<file path="src/rtl/sensor_pkg.sv">
// sensor_pkg: shared types, widths and the per-bank error equation
package sensor_pkg;

    typedef enum logic [1:0] {IDLE, SAMPLE, EVAL} scan_state_t;

    localparam int SENSOR_W = 4;

    // A bank is erroneous when bit 0 is set, or bit 1 together with either upper bit
    function automatic logic sensor_err(input logic [3:0] s);
        return s[0] | (s[1] & (s[2] | s[3]));
    endfunction

endpackage

</file>
<file path="src/rtl/sensor_debounce.sv">
// sensor_debounce: per-bank consecutive-error counter with a sticky fault flag
module sensor_debounce import sensor_pkg::*; #(
    parameter int DEBOUNCE = 3
) (
    input  logic clk,
    input  logic n_rst,
    input  logic upd,
    input  logic err,
    input  logic clr,
    output logic fault
);

    localparam int CW = $clog2(DEBOUNCE + 1);

    logic [CW-1:0] cnt_q, cnt_d, cnt_inc;
    logic          fault_q, fault_d, set;

    // Saturating count of consecutive errors; a set on the same edge overrides a clear
    always_comb begin
        cnt_inc = (cnt_q == CW'(DEBOUNCE)) ? cnt_q : cnt_q + CW'(1);
        set     = upd & err & (cnt_inc == CW'(DEBOUNCE));
        cnt_d   = set ? CW'(DEBOUNCE) : clr ? '0 : upd ? (err ? cnt_inc : '0) : cnt_q;
        fault_d = set | (fault_q & ~clr);
    end

    // Counter and fault state registers
    always_ff @(posedge clk or negedge n_rst) begin
        if (!n_rst) begin
            cnt_q   <= '0;
            fault_q <= 1'b0;
        end else begin
            cnt_q   <= cnt_d;
            fault_q <= fault_d;
        end
    end

    assign fault = fault_q;

endmodule

</file>
<file path="src/rtl/sensor_scan_ctrl.sv">
// sensor_scan_ctrl: round-robin sensor bank scanner with debounced sticky faults and clear handshake
module sensor_scan_ctrl import sensor_pkg::*; #(
    parameter int NUM_BANKS = 4,
    parameter int DEBOUNCE  = 3
) (
    input  logic                          clk,
    input  logic                          n_rst,
    input  logic                          enable,
    input  logic [SENSOR_W*NUM_BANKS-1:0] sensor_bus,
    input  logic                          clear_req,
    input  logic [NUM_BANKS-1:0]          clear_mask,
    output logic                          clear_ack,
    output logic [NUM_BANKS-1:0]          fault,
    output logic                          fault_irq,
    output logic                          scan_done,
    output logic                          busy,
    output logic [$clog2(NUM_BANKS)-1:0]  cur_bank
);

    localparam int             BW   = $clog2(NUM_BANKS);
    localparam logic [BW-1:0]  LAST = BW'(NUM_BANKS - 1);

    scan_state_t         state_q, state_d;
    logic [BW-1:0]       cur_bank_q, cur_bank_d;
    logic [SENSOR_W-1:0] sample_q, sample_d, bank_nib;
    logic                busy_q, busy_d, scan_done_q, scan_done_d;
    logic                clear_ack_q, clear_ack_d, fault_irq_q, fault_irq_d;
    logic                last, do_clr, err;
    logic [NUM_BANKS-1:0] fault_w;

    // Select the nibble of the bank currently being scanned
    always_comb begin
        bank_nib = '0;
        for (int b = 0; b < NUM_BANKS; b++)
            if (cur_bank_q == BW'(b)) bank_nib = sensor_bus[b*SENSOR_W +: SENSOR_W];
    end

    // Next-state logic; cur_bank survives IDLE so a paused scan resumes where it stopped
    always_comb begin
        last        = cur_bank_q == LAST;
        do_clr      = clear_req & ~clear_ack_q;
        err         = sensor_err(sample_q);
        state_d     = state_q;
        cur_bank_d  = cur_bank_q;
        sample_d    = sample_q;
        case (state_q)
            IDLE:    state_d = enable ? SAMPLE : IDLE;
            SAMPLE: begin
                sample_d = bank_nib;
                state_d  = EVAL;
            end
            EVAL: begin
                cur_bank_d = last ? '0 : cur_bank_q + BW'(1);
                state_d    = enable ? SAMPLE : IDLE;
            end
            default: state_d = IDLE;
        endcase
        busy_d      = state_d != IDLE;
        scan_done_d = (state_q == EVAL) & last;
        clear_ack_d = do_clr;
        fault_irq_d = |fault_w;
    end

    // FSM and registered outputs
    always_ff @(posedge clk or negedge n_rst) begin
        if (!n_rst) begin
            state_q     <= IDLE;
            cur_bank_q  <= '0;
            sample_q    <= '0;
            busy_q      <= 1'b0;
            scan_done_q <= 1'b0;
            clear_ack_q <= 1'b0;
            fault_irq_q <= 1'b0;
        end else begin
            state_q     <= state_d;
            cur_bank_q  <= cur_bank_d;
            sample_q    <= sample_d;
            busy_q      <= busy_d;
            scan_done_q <= scan_done_d;
            clear_ack_q <= clear_ack_d;
            fault_irq_q <= fault_irq_d;
        end
    end

    for (genvar g = 0; g < NUM_BANKS; g++) begin : g_deb
        sensor_debounce #(.DEBOUNCE(DEBOUNCE)) u_deb (
            .clk   (clk),
            .n_rst (n_rst),
            .upd   ((state_q == EVAL) && (cur_bank_q == BW'(g))),
            .err   (err),
            .clr   (do_clr & clear_mask[g]),
            .fault (fault_w[g])
        );
    end

    assign fault     = fault_w;
    assign fault_irq = fault_irq_q;
    assign scan_done = scan_done_q;
    assign busy      = busy_q;
    assign cur_bank  = cur_bank_q;
    assign clear_ack = clear_ack_q;

endmodule

</file>
<file path="config.mk">
export PLATFORM = sky130hd
export DESIGN_NAME = sensor_scan_ctrl
export DESIGN_NICKNAME = d
export VERILOG_FILES = /design/src/rtl/sensor_pkg.sv /design/src/rtl/sensor_debounce.sv /design/src/rtl/sensor_scan_ctrl.sv
export SDC_FILE = /design/constraint.sdc
export NUM_CORES = 1
export LEC_CHECK = 0
export ABC_AREA = 1
export CORE_ASPECT_RATIO = 0.9
export CORE_MARGIN = 1
export CORE_UTILIZATION = 47
export DETAILED_ROUTE_END_ITERATION = 10
export GPL_TIMING_DRIVEN = 0
export HOLD_SLACK_MARGIN = 0.1
export PLACE_DENSITY = 0.78
export SYNTH_ARGS = -nofsm -noshare
export SYNTH_HDL_FRONTEND = slang
export SYNTH_HIERARCHICAL = 1
export SYNTH_SLANG_ARGS = --single-unit
export TNS_END_PERCENT = 30
</file>
<file path="constraint.sdc">
create_clock -name clk -period 1.45 [get_ports clk]
set_input_delay 0.29 -clock clk [delete_from_list [all_inputs] [get_ports clk]]
set_output_delay 0.29 -clock clk [all_outputs]
set_load 0.02 [all_outputs]
</file>
==> flow_summary_export.csv, run 1 <==
group,metric,value,unit
logic_synthesis,seq_area_frac_synth,48.0,%
run_status,outcome,"finished, final reports clean",
critical_path,worst_r2r_endpoint,"g_deb[0].u_deb/cnt_q[0]",
clock_network,clk_pin_slew,0.14,ns
logic_synthesis,synth.distinct_cells,11,
floorplan,fp.coreArea,0.00249,sq mm
place,place_ws,-0.194,ns
logic_synthesis,synth_area,0.00125,sq mm
hold_path,hold_path_class,"flip-flop to flip-flop",
final_layout,instances_no_fill,241,
final_layout,area_growth,37.6,%
timing,final_max_slew_viol_count,0,
timing,setup_viol,0,
place,port_buffers,33,
timing,timing.final.crit_period,1.38,ns
clock_network,h-tree-depth,1,
global_route,grt_pass1_vias,1182,
power_and_ir_drop,intPower,1470,uW
logic_synthesis,syn-num-nets,203,
hold_path,worstHoldPathCells,1,
floorplan,die_h,50.9,um
clock_network,cts_tree,"yes",
power_and_ir_drop,swShare,38.0,%
timing,fin_skew,0.00583,ns
global_route,gr-total-overflow,0,
timing,period_share,95.2,%
clock_network,cts_buffer_depth,2,
hold_path,whs_endpoint,"clear_ack",
routing,wl,2.95,mm
timing,rsz0062_at_grt,"yes",
floorplan,die-area,0.00287,sq mm
power_and_ir_drop,powerDensity,1380,mW/mm^2
critical_path,ff2ff_setup_slack,0.07,ns
power_and_ir_drop,p_switching,902,uW
timing,max_freq,725,MHz
logic_synthesis,synthCells,175,
logic_synthesis,yosys_warnings,6,
power_and_ir_drop,p_clk_share,20.2,%
place,placed_cells,236,
place,dp_hpwl,2.28,mm
final_layout,drive_above_1_share,10.8,%
timing,slew_headroom,27.6,%
routing,routedWlPerCell,12.2,um
routing,first_pass_iters,4,
floorplan,pin_count,34,
routing,routed-via-count,1179,
routing,dr.first_iter.drc_count,36,
critical_path,endpoint_kind,"flip-flop",
place,place_congestion,0.763,
critical_path,cp.buffers_inverters,1,
logic_synthesis,yosys.area.top_type,"dfrtp_1",
timing,finalHoldViolations,0,
hold_path,hp-start,"clear_ack",
global_route,antenna_found_initial,0,
critical_path,crit_chain,"nor2_4 -> inv_1 -> nor2_2 -> nand2_1 -> nor2_2 -> nand2_1 -> nand3_1",
flow_run,drv_cap,0,
final_layout,nNetsFinal,242,
routing,viasPerCell,4.89,
critical_path,worstRegToRegCells,7,
logic_synthesis,synth_area_leaders,"dfrtp_1 48%, nand2_1 18%, inv_1 8.4%, nor2_1 7.5%, nand3_1 6.8%",
logic_synthesis,synth_top_area_share,48.0,%
timing,worst_pin_slew,1.08,ns
logic_synthesis,avgSynthCellArea,7.15,sq um
clock_network,clock_latency,0.31,ns
floorplan,start_util,50.3,%
floorplan,rows,17,
power_and_ir_drop,comb_power_share,41.8,%
clock_network,root_buffer,"clkbuf_4",
timing,timing.final.ws_setup,0.0700,ns
critical_path,worstPathRequired,1.71,ns
critical_path,timing.rr.start,"state_q[0]",
critical_path,cp_top_family,"simple AND/OR/NAND/NOR gates",
global_route,grt_max_degree,25,
critical_path,cp_max_fo,5,
global_route,track_usage,22.0,%
clock_network,numClockSinks,24,
power_and_ir_drop,max-vdd-ir-drop,1.29,mV
floorplan,die_w,56.4,um
routing,antenna_left,0,
logic_synthesis,ys_ff_latch,24,
power_and_ir_drop,seqPwrFrac,38.0,%
critical_path,critPathMaxStageDelay,0.47,ns
global_route,grt_pass1_wl,4.86,mm
final_layout,n_antenna_cell,0,
routing,drc,0,
critical_path,crit_arrival,1.64,ns
critical_path,startpoint_type,"flip-flop",
clock_network,numCtsBuffers,3,
critical_path,slowest_stage,"dfrtp_1",
critical_path,path_class,"flip-flop to flip-flop",
power_and_ir_drop,p_leak,0.000898,uW
## stage by stage
stage	hold WS, ns	TNS (ns)	power (uW)	utilization [%]	instance area [sq um]
finish	0.469	0	2370	69.2	1720
global route	0.482	-0.219	2550	69.2	1720
CTS	0.466	-0.0638	2270	67.3	1670
detailed placement	0.452	-5.37	1790	65.0	1620
global placement	0.421	-3.54	1730	65.0	1620
floorplan	-0.00559	0	1480	-	1250
## state kept, by name (all words and copies together), names as in the netlist
register	flops
g_deb.u_deb/cnt_q	8
g_deb.u_deb/fault	4
sample_q	4
cur_bank	2
state_q	2
busy	1
clear_ack	1
fault_irq	1
scan_done	1
## per-layer routing
layer	vias to the layer above	wire [um]	global-route usage, %
met2	17	1570	41.9
met1	554	1300	26.8
li1	606	-	-
met5	-	0	0
met4	0	12	4.07
met3	2	57	3.04
## cell families after synthesis
| family | count (synthesis) | share of synthesized area [%] |
|---|---|---|
| flops | 24 | 48.0 |
| buf+inv | 29 | 8.70 |
| simple gates | 106 | 34.5 |
| fa+ha+maj | 4 | 4.00 |
| compound gates | 12 | 4.80 |
## cell type report
cell class              instances  area (sq um)
flip-flops and latches         24           601
inverters                      29           109
clock buffers                   3          22.5
repair buffers                 34           325
multi-input cells             122           599
clock inverters                 1          30.0
well taps                      28          35.0
fillers                       208           767
## power groups by stage
stage	combinational, uW	clock (uW)	sequential, uW
after floorplan	545	0	932
after global placement	838	0	895
after detailed placement	883	0	911
after CTS	885	493	896
after global routing	1120	512	917
final	993	480	902
## synthesized netlist by cell type
cell and number:
nand2_1 59, a21oi_1 4, dfrtp_1 24, inv_2 1, inv_1 28, nor2_1 25
nor2_2 4, nand2_2 1, nand3_1 17, o21ai_0 8, ha_1 4
## layout by cell type, fill, tap and decap left out
master / instances
nor2_2: 6
buf_4: 1
inv_1: 25
nor2_1: 20
nand2_2: 1
ha_4: 2
a21oi_1: 4
inv_2: 4
bufinv_16: 1
ha_2: 2
nand2_1: 59
o21ai_0: 8
nand3_1: 17
dlygate4sd2_1: 10
nor2_4: 3
clkbuf_4: 3
clkdlybuf4s50_1: 23
dfrtp_1: 24
## worst max path at each step
stage                                          to        start  slack [ns]  depth (start not counted)
after floorplan           g_deb[2].u_deb/cnt_q[0]  cur_bank[0]        0.05                          8
after global placement                cur_bank[1]        n_rst       -0.13                          1
after detailed placement  g_deb[0].u_deb/cnt_q[1]    clear_req       -0.19                          8
after CTS                 g_deb[0].u_deb/cnt_q[1]  cur_bank[0]       -0.03                          8
after global routing      g_deb[0].u_deb/cnt_q[0]   state_q[0]       -0.05                          7
final                     g_deb[0].u_deb/cnt_q[0]   state_q[0]        0.07                          7
## repair_timing
action / in CTS / in global routing
hold buffers: 0 / 0
resized for setup: 17 / 10
pin swaps: 1 / 0
setup endpoints to repair: 20 / 12
buffers inserted: 0 / 1
Note: power is estimated with default switching activity, not from simulation.
==> run 2, diff against run 1 <==
Settings changed: SETUP_SLACK_MARGIN from default to 0.15.
==> run 2 against run 1 <==
  * Critical path depth is 6 lower
  * Utilization is 1.5 points higher
  * Worst hold slack worse by 0.21 ns
  * Clock power is 28% lower
  * Total power hardly changed
  * Critical path type is now flip-flop to primary output
  * Critical endpoint is now cur_bank[1]
  * Largest power group unchanged
==> flow_summary_export.csv, run 2 (same netlist as run 1, synthesis figures left out) <==
group,metric,value,unit
run_status,outcome,"finished, final reports clean",
timing,slew_headroom,30.1,%
timing,rsz0062_at_grt,"yes",
timing,period_share,96.8,%
floorplan,die_w,56.4,um
global_route,grt_pass1_wl,4.82,mm
clock_network,cts_hold_buf,0,
clock_network,cts_tree,"yes",
place,port_buffers,33,
critical_path,crit_chain,"dlygate4sd2_1",
critical_path,ff2ff_setup_slack,0.07,ns
routing,drc,0,
routing,first_pass_iters,4,
clock_network,root_buffer,"clkbuf_4",
critical_path,cp_top_family,"flip-flops",
floorplan,die-area,0.00287,sq mm
critical_path,path_class,"flip-flop to primary output",
critical_path,cp_max_fo,4,
critical_path,startpoint_type,"flip-flop",
final_layout,regArea,603,sq um
timing,timing.final.ws_setup,0.0469,ns
critical_path,slowest_stage,"dfrtp_2",
place,place_ws,-0.218,ns
power_and_ir_drop,p_leak,0.000895,uW
global_route,track_usage,22.1,%
timing,setup_viol,0,
clock_network,clock_latency,0.31,ns
place,post_dp_cell_area,0.00162,sq mm
timing,finalHoldViolations,0,
final_layout,layout_commonest_cell,"nand2_1",
clock_network,numCtsBuffers,3,
routing,routedWlPerCell,11.8,um
timing,max_freq,713,MHz
floorplan,pin_count,34,
critical_path,cp.buffers_inverters,1,
critical_path,worstRegToRegCells,7,
routing,wl,2.89,mm
global_route,grt_max_degree,25,
clock_network,cts_buffer_depth,2,
final_layout,multi_input_area,622,sq um
floorplan,rows,17,
floorplan,fp.coreArea,0.00249,sq mm
critical_path,worstPathRequired,1.16,ns
critical_path,crit_cells,1,
final_layout,nNetsFinal,246,
critical_path,timing.rr.start,"state_q[0]",
critical_path,critPathMaxStageDelay,0.47,ns
final_layout,fill_cells,201,
timing,tns,0,ns
critical_path,worst_r2r_endpoint,"g_deb[1].u_deb/cnt_q[1]",
timing,fin_skew,0.00224,ns
final_layout,area_growth,40.5,%
global_route,grt_pass1_vias,1140,
final_layout,most-common-layout-cells,"58 x nand2_1, 25 x inv_1, 22 x dfrtp_1, 22 x clkdlybuf4s50_1, 20 x nor2_1",
routing,viasPerCell,5.03,
hold_path,hold_path_class,"input port to async pin",
clock_network,h-tree-depth,1,
routing,antenna_left,0,
timing,final_max_slew_viol_count,0,
timing,timing.final.crit_period,1.40,ns
final_layout,design_area,0.00176,sq mm
timing,worst_pin_slew,1.05,ns
floorplan,die_h,50.9,um
power_and_ir_drop,max-vdd-ir-drop,0.991,mV
global_route,antenna_found_initial,0,
place,place_congestion,0.801,
critical_path,crit_arrival,1.11,ns
routing,routed-via-count,1232,
clock_network,clk_pin_slew,0.12,ns
global_route,gr-total-overflow,0,
place,dp_hpwl,2.17,mm
critical_path,endpoint_kind,"primary output",
flow_run,drv_cap,0,
floorplan,start_util,50.3,%
clock_network,numClockSinks,24,
power_and_ir_drop,powerDensity,1350,mW/mm^2
final_layout,largest_reg_flops,8,
final_layout,n_antenna_cell,0,
routing,dr.first_iter.drc_count,47,
final_layout,top_register,"g_deb.u_deb/cnt_q",
final_layout,drive_above_1_share,17.1,%
-- run 2: cell types whose count changed in the layout (fill, tap and decap cells not counted), moves of 2 or more --
cell,change
nor2_2,-2
buf_4,+2
buf_2,+4
clkdlybuf4s15_1,+2
dlygate4sd2_1,-8
nor2_4,+2
clkbuf_2,+2
buf_6,+3
dfrtp_1,-2
inv_2,-3
inv_4,+2
dfrtp_2,+2
-- run 2: metal layers --
| metal | vias up | part of all wire (%) | wire, um | global-route usage, % |
|---|---|---|---|---|
| met1 | 580 | 43 | 1240 | 25.5 |
| met4 | 0 | 2.2 | 63 | 10.6 |
| met3 | 8 | 3.6 | 103 | 5.82 |
| li1 | 620 | - | - | - |
| met2 | 24 | 51 | 1480 | 38.5 |
| met5 | - | 0 | 0 | 0 |
-- run 2: per-stage QoR --
step	hold WS [ns]	cells	util (%)	total power (uW)
after floorplan	-0.00559	175	-	1490
after global placement	0.419	236	65.3	1750
after detailed placement	0.423	236	65.3	1800
after CTS	0.288	242	67.5	2130
after global routing	0.347	245	70.6	2550
final	0.262	245	70.6	2370
-- run 2: repair_timing --
item,CTS,global route
gates resized for setup,28,29
setup endpoints to repair,27,24
pin swaps,0,2
buffers inserted,2,3
-- run 2: worst max path at each step --
stage | start | end
2_1_floorplan | cur_bank[1] | g_deb[1].u_deb/cnt_q[0]
3_3_place_gp | n_rst | cur_bank[1]
3_5_place_dp | n_rst | cur_bank[1]
4_1_cts | cur_bank[0] | g_deb[2].u_deb/cnt_q[0]
5_1_grt | state_q[0] | g_deb[0].u_deb/cnt_q[1]
6_report | cur_bank[1] | cur_bank[1]
-- run 2: area by class of cell --
cell class / count / share of cell area (%)
clock buffers: 4 / 2.06
inverters: 29 / 6.69
multi-input cells: 122 / 35.4
flip-flops and latches: 24 / 34.3
well taps: 28 / 1.99
repair buffers: 38 / 19.6
-- run 2: power by group --
| part | internal (uW) | switching [uW] |
|---|---|---|
| combinational | 475 | 638 |
| clock | 154 | 195 |
| sequential | 807 | 108 |
| total | 1430 | 940 |
